File: config.mk
export PLATFORM = sky130hd
export DESIGN_NAME = serializer
export DESIGN_NICKNAME = d
export VERILOG_FILES = /design/src/rtl/serializer.sv
export SDC_FILE = /design/constraint.sdc
export NUM_CORES = 1
export LEC_CHECK = 0
export ABC_AREA = 1
export CAP_MARGIN = 20
export CORE_MARGIN = 5
export CORE_UTILIZATION = 40
export CTS_CLUSTER_SIZE = 25
export DETAILED_ROUTE_END_ITERATION = 12
export PLACE_DENSITY = 0.71
export SYNTH_ARGS = -nofsm -noshare
export SYNTH_HDL_FRONTEND = slang
export SYNTH_SLANG_ARGS = --single-unit
export TNS_END_PERCENT = 10
File: constraint.sdc
create_clock -name clock -period 2.2 [get_ports clock]
set_input_delay 0.22 -clock clock [delete_from_list [all_inputs] [get_ports clock]]
set_output_delay 0.22 -clock clock [all_outputs]
set_load 0.005 [all_outputs]
File: src/rtl/serializer.sv
// Word-to-bit serializer: dequeues 8-bit words from the word queue and shifts
// each one out as a 1-bit stream under a valid/stall handshake.
module serializer #(
  parameter bit MSB_FIRST = 1'b1
) (
  input  logic       clock,
  input  logic       reset,
  input  logic [7:0] len_in,
  input  logic [7:0] data_in,
  output logic       deq_out,
  input  logic       stall_in,
  output logic       data_out,
  output logic       write_out,
  output logic       busy_out,
  output logic [7:0] sent_count_out
);

  typedef enum logic [1:0] {
    S_IDLE,
    S_REQ,
    S_CAPTURE,
    S_SHIFT
  } state_t;

  state_t     r_state;
  logic [7:0] r_shift;
  logic [2:0] r_bit_cnt;

  logic       w_first_bit;
  logic       w_next_bit;
  logic [7:0] w_shift_next;
  logic       w_last_bit;
  logic       w_len_nz;

  // The head of the shift register is always the bit currently on data_out.
  assign w_first_bit  = MSB_FIRST ? data_in[7] : data_in[0];
  assign w_next_bit   = MSB_FIRST ? r_shift[6] : r_shift[1];
  assign w_shift_next = MSB_FIRST ? {r_shift[6:0], 1'b0} : {1'b0, r_shift[7:1]};
  assign w_last_bit   = (r_bit_cnt == 3'd7);
  assign w_len_nz     = (len_in != 8'd0);

  // NOTE: all state and outputs update with non-blocking assignments so every
  // register samples the pre-edge values of its neighbours.
  always_ff @(posedge clock or posedge reset) begin
    if (reset) begin
      r_state        <= S_IDLE;
      r_shift        <= 8'd0;
      r_bit_cnt      <= 3'd0;
      deq_out        <= 1'b0;
      data_out       <= 1'b0;
      write_out      <= 1'b0;
      busy_out       <= 1'b0;
      sent_count_out <= 8'd0;
    end else begin
      case (r_state)
        S_IDLE: begin
          data_out  <= 1'b0;
          write_out <= 1'b0;
          if (w_len_nz) begin
            r_state  <= S_REQ;
            deq_out  <= 1'b1;
            busy_out <= 1'b1;
          end else begin
            deq_out  <= 1'b0;
            busy_out <= 1'b0;
          end
        end

        S_REQ: begin
          deq_out <= 1'b0;
          r_state <= S_CAPTURE;
        end

        // The queue presents the dequeued word during this cycle.
        S_CAPTURE: begin
          r_shift   <= data_in;
          r_bit_cnt <= 3'd0;
          data_out  <= w_first_bit;
          write_out <= 1'b1;
          r_state   <= S_SHIFT;
        end

        S_SHIFT: begin
          if (!stall_in) begin
            if (w_last_bit) begin
              sent_count_out <= sent_count_out + 8'd1;
              data_out       <= 1'b0;
              write_out      <= 1'b0;
              if (w_len_nz) begin
                r_state <= S_REQ;
                deq_out <= 1'b1;
              end else begin
                r_state  <= S_IDLE;
                busy_out <= 1'b0;
              end
            end else begin
              r_shift   <= w_shift_next;
              r_bit_cnt <= r_bit_cnt + 3'd1;
              data_out  <= w_next_bit;
            end
          end
        end

        default: begin
          r_state   <= S_IDLE;
          deq_out   <= 1'b0;
          data_out  <= 1'b0;
          write_out <= 1'b0;
          busy_out  <= 1'b0;
        end
      endcase
    end
  end

endmodule
==> results of run 1 <==
## path summary, 6_finish.rpt
check,slack [ps],start,cells past startpoint,to
max reg2reg,390,r_state[0]$_DFFE_PP0P_,7,r_shift[1]$_DFFE_PP0P_
max,390,r_state[0]$_DFFE_PP0P_,7,r_shift[1]$_DFFE_PP0P_
min,230,reset,3,sent_count_out[5]$_DFFE_PP0P_
max in group asynchronous,1740,reset,3,r_shift[0]$_DFFE_PP0P_
min in group clock,470,data_in[7],3,data_out$_DFFE_PP0P_
min reg2reg,510,sent_count_out[7]$_DFFE_PP0P_,2,sent_count_out[7]$_DFFE_PP0P_
## power groups by stage
| stage | Combinational (W) | Sequential (W) | Clock, W |
|---|---|---|---|
| global route | 0.00101 | 0.000694 | 0.000261 |
| global placement | 0.000869 | 0.000679 | 0 |
| floorplan | 0.000652 | 0.000666 | 0 |
| detailed placement | 0.000898 | 0.000687 | 0 |
| CTS | 0.000900 | 0.000678 | 0.000241 |
| finish | 0.000890 | 0.000679 | 0.000233 |
## area by class of cell
| class | count | area, sq um | area share, % |
|---|---|---|---|
| clock buffers | 4 | 36.28 | 2.063 |
| inverters | 13 | 50.05 | 2.845 |
| multi-input cells | 109 | 684.4 | 38.90 |
| flip-flops and latches | 24 | 600.6 | 34.14 |
| well taps | 46 | 57.56 | 3.272 |
| repair buffers | 34 | 330.3 | 18.78 |
## cells in the mapped netlist, drive strengths merged, types with 3 or more instances
library cell / number
a21oi: 3
a31oi: 3
buf: 3
dfrtp: 24
ha: 10
inv: 12
nand2: 34
nand3: 6
nor2: 15
o211ai: 6
o21ai: 15
or2: 6
xnor2: 3
## flip-flops by register name, indices dropped and copies added, names as in the netlist
signal and cells:
sent_count_out 8, r_shift 7, r_bit_cnt 3, r_state 2, busy_out 1, data_out 1
deq_out 1, write_out 1
## worst reg2reg max path: stages (launching register included)
cell,delay (ps)
dfrtp_1,480
ha_1,480
nand2_4,130
o21ai_2,170
nor2_2,120
buf_4,180
o211ai_1,80
nand2_1,70
## cells by family after synthesis
kind of cell,after synthesis
flip-flops,24
AO/OA/AOI/OAI,29
adder cells (fa/ha/maj),10
AND/OR/NAND/NOR,64
buffers and inverters,16
XOR/XNOR,5
multiplexers,1
## through the flow
step	setup WS (ps)	power (W)	hold WS (ps)
final	389.9	0.001802	233.0
after CTS	382.3	0.001820	238.6
after global routing	235.9	0.001960	244.1
after floorplan	721.8	0.001318	234.6
after global placement	451.6	0.001548	482.8
after detailed placement	407.4	0.001585	485.3
## layer usage
layer | wire length, microns | part of all wire (%) | global-route usage [%]
met5 | 0 | 0 | 0
met3 | 149 | 5.4 | 2.627
met2 | 1345 | 49 | 24.07
met1 | 1224 | 45 | 15.73
met4 | 29 | 1.1 | 5.211
==> flow_summary_export.csv, run 1 <==
group,metric,value,unit
synthesis,synth-edff-count,0,
grt,grt_pass1_vias,1139,
hold_path,hold_class,"input port to async pin",
critical_path,cp.arrival,2020,ps
pwr,p_per_area,1024,nW/um^2
critical_path,critPathMaxStageDelay,480,ps
critical_path,cp_max_fo,11,
critical_path,cp-start-kind,"flip-flop",
final_layout,fillerInstances,308,
critical_path,critPathKind,"flip-flop to flip-flop",
critical_path,crit_slowest_cell,"dfrtp_1",
critical_path,crit_family,"flip-flops",
drt,routed_via_density,4.800,
synthesis,synth_mux_area_share,0.8264,%
die,die_area,4674,sq um
clock_tree,clockBufferDepth,2,
sta,tightest_slew,462.9,ps
drt,num_vias,1104,
final_layout,num_antenna_cells,0,
place,finalWeightedCongestion,0.8338,
critical_path,path_cells,"ha_1 -> nand2_4 -> o21ai_2 -> nor2_2 -> buf_4 -> o211ai_1 -> nand2_1",
synthesis,synth_warnings,0,
synthesis,synthXorXnorAreaFrac,3.214,%
synthesis,yosysTopAreaCellShare,44.08,%
synthesis,async_reset_ff_share,100.0,%
pwr,internal_power,0.001094,W
critical_path,crit_buf_inv,1,
place,placed_area,1723,sq um
synthesis,syn_nets,178,
synthesis,synth_top_flop_cell,"dfrtp_1",
final_layout,final_cell_area,1759,sq um
pwr,switchingPower,0.0007080,W
synthesis,synthAdderAreaFrac,9.183,%
sta,finalClockSkew,2.230,ps
final_layout,drive_above_1_share,15.22,%
synthesis,syn_inst,149,
grt,grt_overflow,0,
die,initial_core_util,41.16,%
die,rows,21,
sta,period_needed,1810,ps
pwr,swShare,39.30,%
drt,wl_per_cell,11.95,microns
drt,drc,0,
synthesis,synth_cell_type_count,28,
pwr,p_leak,0.8315,nW
final_layout,layout.cells.non_filler,230,
critical_path,cp-end-kind,"flip-flop",
clock_tree,h-tree-depth,1,
sta,fin_setup_tns,0,ps
critical_path,crit_required,2410,ps
pwr,ir_drop,0.7220,mV
clock_tree,numCtsBuffers,3,
synthesis,synth_top_area_cell,"dfrtp_1",
sta,max-slew-margin-rel,69.14,%
pwr,p_seq_share,37.7,%
status,outcome,"complete, no violations",
clock_tree,clkLatencyLatePin,310,ps
clock_tree,clk_pin_slew,130,ps
synthesis,yosysSeqAreaShare,44.08,%
final_layout,final_cell_mix,"nand2_1, clkdlybuf4s50_1, dfrtp_1",
final_layout,syn_to_final_growth,29.11,%
sta,finalCritPeriodShare,82.28,%
grt,grt_max_degree,25,
sta,rsz0062_at_grt,"false",
drt,drt_iter0_drc,15,
clock_tree,cts_setup_buffers,0,
synthesis,netlist_area,1363,sq um
sta,slew_violations,0,
sta,hold_viol_final,0,
drt,ant_nets,0,
pwr,clkPwrFrac,12.9,%
synthesis,synth_top_family_by_area,"simple AND/OR/NAND/NOR gates",
synthesis,synthSimpleGateAreaFrac,23.42,%
clock_tree,cts_resized,0,
die,die_y,68.37,microns
drt,drt-pass1-iter-count,4,
place,portBuffers,30,
sta,setup_violations,0,
die,fp.dieW,68.37,microns
pwr,comb_power_share,49.4,%
place,dpl.cell_count,226,
synthesis,synth.avg_cell_area,9.145,sq um
sta,max_freq,552.5,MHz
synthesis,synth_compound_area_share,13.59,%
clock_tree,holdBufCountCts,0,
flow_run,drv_cap,0,
grt,grt_pass1_wl,4.767,mm
final_layout,fin_util,53.14,%
synthesis,synth-seq-cells,24,
clock_tree,cts_tree,"built",
drt,routed_wl,2.749,mm
final_layout,nets,214,
grt,track_usage,13.47,%
synthesis,synth.top_cells.by_area,"dfrtp_1, ha_1, nand2_1",
die,pin_count,31,
die,core-area,3311,sq um
grt,antenna_found_initial,0,
clock_tree,root_buffer,"clkbuf_4",
place,dp_hpwl,2.158,mm
clock_tree,cts.sinks,24,
Note: power is estimated with default switching activity, not from simulation.
==> inputs of run 2 (changes only) <==
==> constraint.sdc (replaced) <==
create_clock -name clock -period 1.7 [get_ports clock]
set_input_delay 0.17 -clock clock [delete_from_list [all_inputs] [get_ports clock]]
set_output_delay 0.17 -clock clock [all_outputs]
set_load 0.005 [all_outputs]
==> run 2 against run 1 <==
Net effect:
- clock-buffer cell count decreased by 1
- final area increased by 3.8%
- cell count increased by 2.6%
- non-clock buffer count increased by 6
- sequential power increased by 25%
- die area unchanged
- via count increased by 2.6%
- critical path depth increased by 1
- flip-flop and latch count unchanged
==> flow_summary_export.csv, run 2 (synthesized netlist as in run 1, its figures left out) <==
group,metric,value,unit
status,outcome,"complete, no violations",
final_layout,drive_above_1_share,18.42,%
hold_path,hold_class,"input port to async pin",
critical_path,cp-end-kind,"flip-flop",
drt,drc,0,
clock_tree,root_buffer,"clkbuf_4",
drt,routed_wl,2.841,mm
clock_tree,cts_setup_buffers,0,
die,rows,21,
sta,max_freq,616.4,MHz
sta,fin_setup_tns,0,ps
grt,antenna_found_initial,0,
die,initial_core_util,41.16,%
pwr,p_per_area,1395,nW/um^2
place,finalWeightedCongestion,0.8072,
drt,routed_via_density,4.801,
grt,grt_pass1_vias,1167,
pwr,p_leak,0.8675,nW
critical_path,cp.arrival,1850,ps
final_layout,syn_to_final_growth,34.07,%
place,portBuffers,30,
flow_run,drv_cap,0,
drt,wl_per_cell,12.04,microns
final_layout,nets,220,
critical_path,crit_required,1930,ps
critical_path,cp-start-kind,"flip-flop",
drt,drt-pass1-iter-count,4,
clock_tree,cts_resized,0,
clock_tree,h-tree-depth,1,
die,fp.dieW,68.37,microns
clock_tree,holdBufCountCts,0,
critical_path,path_cells,"ha_1 -> ha_1 -> nand2_4 -> o21ai_2 -> nor2_2 -> buf_6 -> nand2_1 -> o21a_1",
final_layout,fin_util,55.18,%
final_layout,largest_reg_flops,8,
die,die_y,68.37,microns
sta,setup_violations,0,
critical_path,reg2reg_depth,8,
final_layout,final_cell_mix,"nand2_1, clkdlybuf4s50_1, dfrtp_1",
clock_tree,cts_tree,"built",
grt,track_usage,13.51,%
critical_path,cp_max_fo,8,
clock_tree,cts.sinks,24,
final_layout,num_antenna_cells,0,
clock_tree,clk_pin_slew,140,ps
critical_path,worstReg2RegEnd,"r_shift[6]$_DFFE_PP0P_",
place,placed_area,1768,sq um
sta,max-slew-margin-rel,79.30,%
drt,ant_nets,0,
critical_path,crit_path_frequent_cell,"ha_1",
sta,slew_violations,0,
critical_path,timing.rr.start,"r_bit_cnt[0]$_DFFE_PP0P_",
die,die_area,4674,sq um
grt,grt_overflow,0,
pwr,ir_drop,0.6597,mV
die,core-area,3311,sq um
final_layout,final_cell_area,1827,sq um
clock_tree,clockBufferDepth,2,
clock_tree,numCtsBuffers,3,
critical_path,critPathKind,"flip-flop to flip-flop",
critical_path,worst-r2r-setup-slack,80,ps
grt,grt_max_degree,25,
drt,num_vias,1133,
clock_tree,clkLatencyLatePin,320,ps
sta,finalCritPeriodShare,95.43,%
sta,finalClockSkew,5.645,ps
final_layout,reg_top3,"sent_count_out (8), r_shift (7), r_bit_cnt (3)",
drt,drt_iter0_drc,27,
sta,tightest_slew,310.5,ps
final_layout,fillerInstances,317,
final_layout,regMostFlops,"sent_count_out",
critical_path,crit_slowest_cell,"dfrtp_1",
sta,hold_viol_final,0,
sta,period_needed,1622,ps
place,dp_hpwl,2.237,mm
critical_path,critPathMaxStageDelay,410,ps
die,pin_count,31,
grt,grt_pass1_wl,4.836,mm
==> run 2: cell types whose count changed in the layout (fill, tap and decap cells not counted), sizes merged <==
cell    previous run  this run
bufinv             0         1
clkbuf             4         3
buf                4        10
==> run 2: worst max-delay path by stage <==
stage / from / end / slack [ps]
CTS: r_bit_cnt[0]$_DFFE_PP0P_ / r_shift[6]$_DFFE_PP0P_ / 60
floorplan: r_state[0]$_DFFE_PP0P_ / r_bit_cnt[0]$_DFFE_PP0P_ / 220
global placement: r_bit_cnt[0]$_DFFE_PP0P_ / r_shift[6]$_DFFE_PP0P_ / 130
finish: r_bit_cnt[0]$_DFFE_PP0P_ / r_shift[6]$_DFFE_PP0P_ / 80
detailed placement: r_bit_cnt[0]$_DFFE_PP0P_ / r_shift[6]$_DFFE_PP0P_ / 80
global route: r_bit_cnt[0]$_DFFE_PP0P_ / r_shift[6]$_DFFE_PP0P_ / -1
==> run 2: area by class of cell <==
cell class / instances / area [sq um] / area share, %
Multi-Input combinational cell: 109 / 686.9 / 37.60
Timing Repair Buffer: 40 / 379.1 / 20.75
Tap cell: 46 / 57.56 / 3.151
Inverter: 13 / 50.05 / 2.740
Sequential cell: 24 / 600.6 / 32.88
Clock buffer: 3 / 22.52 / 1.233
Clock inverter: 1 / 30.03 / 1.644
==> run 2: per-layer routing <==
layer	track usage [%]	up-vias	routed length, microns
met4	3.474	0	29
li1	-	569	-
met3	3.448	4	168
met2	25.15	28	1407
met5	0	-	0
met1	15.13	532	1235
==> run 2: critical path, delay by kind of cell (launching register included) <==
kind            cells  cell delay [ps]
flops               1              410
buf+inv             1              160
fa+ha+maj           2              460
compound gates      2              160
simple gates        3              330
==> run 2: through the flow <==
step                total power [W]  worst slack, ps  instances  hold WS, ps
global placement           0.002083            131.5        232        473.4
finish                     0.002549            77.76        236        181.2
global route               0.002767          -0.9763        236        198.3
floorplan                  0.001705            221.8        149        184.6
detailed placement         0.002134            76.79        232        481.9
CTS                        0.002561            58.88        236        185.4
==> run 2: report_power, final <==
part	switching, W	internal, W	total, W
combinational	0.000672	0.000616	0.00129
clock	0.000176	0.000238	0.000415
sequential	0.0000897	0.000756	0.000846
